==> src/rtl/mcycle_scheduler.sv <==
// Multicycle execute scheduler: issues start pulses to the multiplier or FPU,
// stalls the pipeline while the unit is busy and frames the result write-back.
module mcycle_scheduler #(
  parameter int unsigned TIMEOUT = 64,
  parameter int unsigned CNT_W   = 8
) (
  input  logic             CLK,
  input  logic             Reset,
  input  logic             MStart,
  input  logic             FPUStart,
  input  logic             Flush,
  input  logic             MulDone,
  input  logic             FPUDone,
  input  logic             ErrClr,
  output logic             MulGo,
  output logic             FPUGo,
  output logic             Abort,
  output logic             Stall,
  output logic             ResultWE,
  output logic             ResultSel,
  output logic [CNT_W-1:0] CycleCount,
  output logic [1:0]       ErrStatus
);

  localparam logic [CNT_W-1:0] TIMEOUT_CNT = CNT_W'(TIMEOUT);
  localparam logic [CNT_W-1:0] CNT_ONE     = CNT_W'(1);

  typedef enum logic [1:0] {
    IDLE     = 2'd0,
    MUL_BUSY = 2'd1,
    FPU_BUSY = 2'd2,
    DONE     = 2'd3
  } state_t;

  state_t           state;
  state_t           state_nxt;
  logic [CNT_W-1:0] count;
  logic [CNT_W-1:0] count_nxt;
  logic [CNT_W-1:0] cycle_count_nxt;
  logic             mul_go_nxt;
  logic             fpu_go_nxt;
  logic             abort_nxt;
  logic             result_sel_nxt;
  logic [1:0]       err_set;
  logic [1:0]       err_nxt;
  logic             busy;
  logic             unit_done;

  assign busy      = (state == MUL_BUSY) || (state == FPU_BUSY);
  // Only the done pulse of the unit actually running is honoured.
  assign unit_done = ((state == MUL_BUSY) && MulDone) || ((state == FPU_BUSY) && FPUDone);

  assign Stall    = ((state == IDLE) && (MStart || FPUStart) && !Flush) || busy;
  assign ResultWE = (state == DONE) && !Flush;

  // State register
  always_ff @(posedge CLK) begin
    if (Reset) begin
      state <= IDLE;
    end else begin
      state <= state_nxt;
    end
  end

  // Next-state and next-output logic
  always_comb begin
    state_nxt       = state;
    count_nxt       = count;
    cycle_count_nxt = CycleCount;
    mul_go_nxt      = 1'b0;
    fpu_go_nxt      = 1'b0;
    abort_nxt       = 1'b0;
    result_sel_nxt  = ResultSel;
    err_set         = 2'b00;

    unique case (state)
      IDLE: begin
        if (!Flush) begin
          if (MStart) begin
            state_nxt  = MUL_BUSY;
            mul_go_nxt = 1'b1;
            count_nxt  = CNT_ONE;
            err_set[1] = FPUStart;
          end else if (FPUStart) begin
            state_nxt  = FPU_BUSY;
            fpu_go_nxt = 1'b1;
            count_nxt  = CNT_ONE;
          end
        end
      end

      MUL_BUSY, FPU_BUSY: begin
        if (Flush) begin
          state_nxt = IDLE;
          abort_nxt = 1'b1;
        end else if (unit_done) begin
          state_nxt       = DONE;
          cycle_count_nxt = count;
          result_sel_nxt  = (state == FPU_BUSY);
        end else if (count == TIMEOUT_CNT) begin
          state_nxt  = IDLE;
          abort_nxt  = 1'b1;
          err_set[0] = 1'b1;
        end else begin
          count_nxt = count + CNT_ONE;
        end
      end

      DONE: begin
        // The departing instruction's request is still up; do not re-sample it.
        state_nxt = IDLE;
      end

      default: begin
        state_nxt = IDLE;
      end
    endcase

    // A newly raised error wins over a same-cycle clear.
    err_nxt = (ErrClr ? 2'b00 : ErrStatus) | err_set;
  end

  // Registered outputs and datapath
  always_ff @(posedge CLK) begin
    if (Reset) begin
      count      <= '0;
      CycleCount <= '0;
      ErrStatus  <= 2'b00;
      ResultSel  <= 1'b0;
      MulGo      <= 1'b0;
      FPUGo      <= 1'b0;
      Abort      <= 1'b0;
    end else begin
      count      <= count_nxt;
      CycleCount <= cycle_count_nxt;
      ErrStatus  <= err_nxt;
      ResultSel  <= result_sel_nxt;
      MulGo      <= mul_go_nxt;
      FPUGo      <= fpu_go_nxt;
      Abort      <= abort_nxt;
    end
  end

`ifndef SYNTHESIS
  // Start, cancel and write-back pulses never overlap.
  always @(posedge CLK) begin
    if (!Reset) begin
      assert ($onehot0({MulGo, FPUGo, Abort, ResultWE}))
        else $error("overlapping Go/Abort/ResultWE pulses");
    end
  end
`endif

endmodule

==> config.mk <==
export PLATFORM = sky130hd
export DESIGN_NAME = mcycle_scheduler
export DESIGN_NICKNAME = d
export VERILOG_FILES = /design/src/rtl/mcycle_scheduler.sv
export SDC_FILE = /design/constraint.sdc
export NUM_CORES = 1
export LEC_CHECK = 0
export CORE_MARGIN = 1
export CORE_UTILIZATION = 39
export DETAILED_ROUTE_END_ITERATION = 6
export PLACE_DENSITY = 0.62
export SETUP_SLACK_MARGIN = 0.02
export SLEW_MARGIN = 5
export SYNTH_ARGS = -nofsm -noshare
export SYNTH_HDL_FRONTEND = slang
export SYNTH_SLANG_ARGS = --single-unit
==> constraint.sdc <==
create_clock -name CLK -period 4 [get_ports CLK]
set_clock_uncertainty 0.05 [all_clocks]
set_input_delay 0.6 -clock CLK [delete_from_list [all_inputs] [get_ports CLK]]
set_output_delay 0.6 -clock CLK [all_outputs]
set_load 0.02 [all_outputs]
==> metrics.md <==
| Metric | Value |
|---|---|
| Mapped Area | `1194 sq um` |
| Clock network power share | `22.1%` |
| Synthesized Nets | `139` |
| Placement Cell Area | `1455 sq um` |
| Met3 Use GR | `2.494%` |
| Max stage delay on crit path | `0.61 ns` |
| Largest net degree at the start of global routing | `15` |
| Antenna violations before repair | `0` |
| GR Util met1 | `21.95%` |
| # DRC | `5` |
| Clock Pin Slew Worst Setup and Hold Paths | `0.14 ns` |
| Setup_tns | `0 ns` |
| Top-area cell type share of the netlist area | `40.25%` |
| Total CTS buffers | `3` |
| Most common cell after layout, fill and taps aside | `dfxtp_1` |
| CTS tree | `done` |
| Worst skew pair latency | `0.32 ns` |
| Buf/Inv on CP | `2` |
| Worst Path Required | `3.35 ns` |
| Leakage | `0.5245 nW` |
| Die Wd | `57.32 um` |
| Pint | `0.5069 mW` |
| Slew margin rel. | `66.64%` |
| Flop-to-flop setup slack | `1.51 ns` |
| CP max stage cell | `clkdlybuf4s50_1` |
| Violated checks | `DRC` |
| Worst hold stages | `2` |
| Post-route minimum period | `2.779 ns` |
| Post-cts resize count | `0` |
| Pwr/cell area | `540.3 nW/um^2` |
| Crit Path Category | `reg2out` |
| Final Hold Fails | `0` |
| Drt pass-1 iters | `6` |
| Busiest layer in global routing | `met2` |
| Slew @ Worst Pin | `0.4988 ns` |
| Worst VDD drop | `0.2218 mV` |
| Global router's overall resource usage | `17.73%` |
| Synth area leaders | `dfxtp_1 (40%), mux2i_1 (7.5%), ha_1 (6.3%), nor2_1 (4.7%), a21oi_1 (3.4%)` |
| CTS sink count | `24` |
| Vias in the first global route | `987` |
| Synth Instances | `125` |
| Area growth from synthesis to layout | `26.31%` |
| Routed Antenna Nets | `0` |
| Die Y | `57.32 um` |
| Cts hold-fix bufs | `0` |
| Drt wl/cell | `14.75 um` |
| Total Power | `0.8146 mW` |
| Post-CTS setup buffer count | `0` |
| Unrepaired setup endpoints after global routing | `no` |
| Post-synth EDFFs | `0` |
| Async SR Flop Fraction | `0%` |
| Register area share after synthesis | `40.25%` |
| Setup violators final | `0` |
| Ys flop type | `dfxtp_1` |
| # Max-Cap Violations | `0` |
| I/O Buffers | `23` |
| Family with the most delay on the worst path | `buffers and inverters` |
| Ports | `24` |
| Logic pwr share | `43.5%` |
| Max Fclk | `0.3598 GHz` |
| Vias | `991` |
| Worst Reg-to-Reg Cells | `7` |
| FF+latch count, synth | `24` |
| Total congestion overflow | `0` |
| Nets | `164` |
| Yosys warns | `0` |
| CP cell instances | `inv_1 -> ha_1 -> o21bai_1 -> clkdlybuf4s50_1` |
| Mean area per synthesized cell | `9.549 sq um` |
| Sw Share | `37.78%` |
| Core area | `2829 sq um` |
| WL final | `2655 um` |
| Final instance area | `1508 sq um` |
| Seq pwr share | `34.4%` |
| Initial Utilization | `42.19%` |
| Switch Pwr | `0.3078 mW` |
| CP Max Fanout | `13` |
| Final period util | `69.48%` |
| # rows | `19` |
| Post-DP HPWL | `1956 um` |
| Crit. End Element | `output port` |
| Worst setup SP type | `flop` |
| Global-route wire length before repair | `4485 um` |
| CTS max path bufs | `2` |
| M2 GR Usage | `30.08%` |
| Commonest cells after routing, fill and taps aside | `dfxtp_1 (24), clkdlybuf4s50_1 (23), nor2_1 (15), mux2i_1 (9), a21oi_1 (8)` |
| Critical Path AT | `2.13 ns` |
| Hold WC Path Type | `reg2reg` |
| Status | `complete, but fails checks` |
| Cell taking the most area after synthesis | `dfxtp_1` |
| Via density | `5.506` |
| DIE AREA | `3286 sq um` |
| CP Depth | `4` |
| Share of cells above drive strength 1 | `8.725%` |
| Max-slew violations | `0` |
| RD Place Congestion | `0.8074` |
| Ant. Diodes | `0` |
| Clock root cell | `clkbuf_4` |
| H-tree levels | `1` |
| Initial DRC Count | `18` |
| Post-synth cell types | `35` |
cells by family after synthesis:
kind of cell | share of synthesized area, %
adders and majority gates | 6.289
DFF | 40.25
muxes | 7.547
buffers and inverters | 3.144
AOI/OAI and AO/OA | 18.45
and+or+nand+nor | 24.32
path summary, 6_finish.rpt:
kind | from | end
min reg2reg | CycleCount[3] | CycleCount[3]
max reg2reg | state[0] | count[3]
max | state[0] | Stall
min | CycleCount[3] | CycleCount[3]
synth_stat cells, types with 4 or more instances:
cell and instances:
clkbuf_1 4, dfxtp_1 24, ha_1 6, nor2_1 15
inv_1 6, nor2b_1 4, mux2i_1 9, nand2b_1 5
nand2_1 6, a211oi_1 4, a21oi_1 8
per-stage QoR:
| stage | util [%] | std cells | hold WS (ns) | worst slack (ns) |
|---|---|---|---|---|
| global placement | 51.44 | 176 | 0.4190 | 1.277 |
| detailed placement | 51.44 | 176 | 0.4346 | 1.240 |
| floorplan | - | 125 | 0.4098 | 2.128 |
| finish | 53.30 | 180 | 0.4585 | 1.221 |
| CTS | 53.30 | 180 | 0.4676 | 1.214 |
| global route | 53.30 | 180 | 0.4858 | 1.085 |
worst min-delay path, stage by stage (launching register included):
cell	delay, ns
dfxtp_1	0.35
mux2i_1	0.06
nor2_1	0.07
power groups by stage:
stage | Clock [mW] | Combinational (mW) | Sequential (mW)
6_report | 0.180 | 0.355 | 0.280
5_1_grt | 0.192 | 0.392 | 0.284
4_1_cts | 0.183 | 0.355 | 0.281
3_5_place_dp | 0 | 0.352 | 0.285
3_3_place_gp | 0 | 0.348 | 0.284
2_1_floorplan | 0 | 0.257 | 0.287
registers in the layout, indices dropped and copies added (netlist names):
name	count
count	8
CycleCount	8
MulGo	1
state	2
ResultSel	1
Abort	1
ErrStatus	2
FPUGo	1
routing by layer:
metal,up-vias,share of wire [%]
li1,493,-
met1,466,45
met2,25,48
met3,7,4.0
met4,0,2.4
met5,-,0
final cells by class:
class / instances / area [sq um]
Multi-Input combinational cell: 91 / 675.6
Sequential cell: 24 / 480.5
Timing Repair Buffer: 24 / 237.7
Clock inverter: 1 / 30.03
Clock buffer: 3 / 22.52
Fill cell: 277 / 1321
Tap cell: 31 / 38.79
Inverter: 6 / 22.52
(Power assumes the default switching activity.)
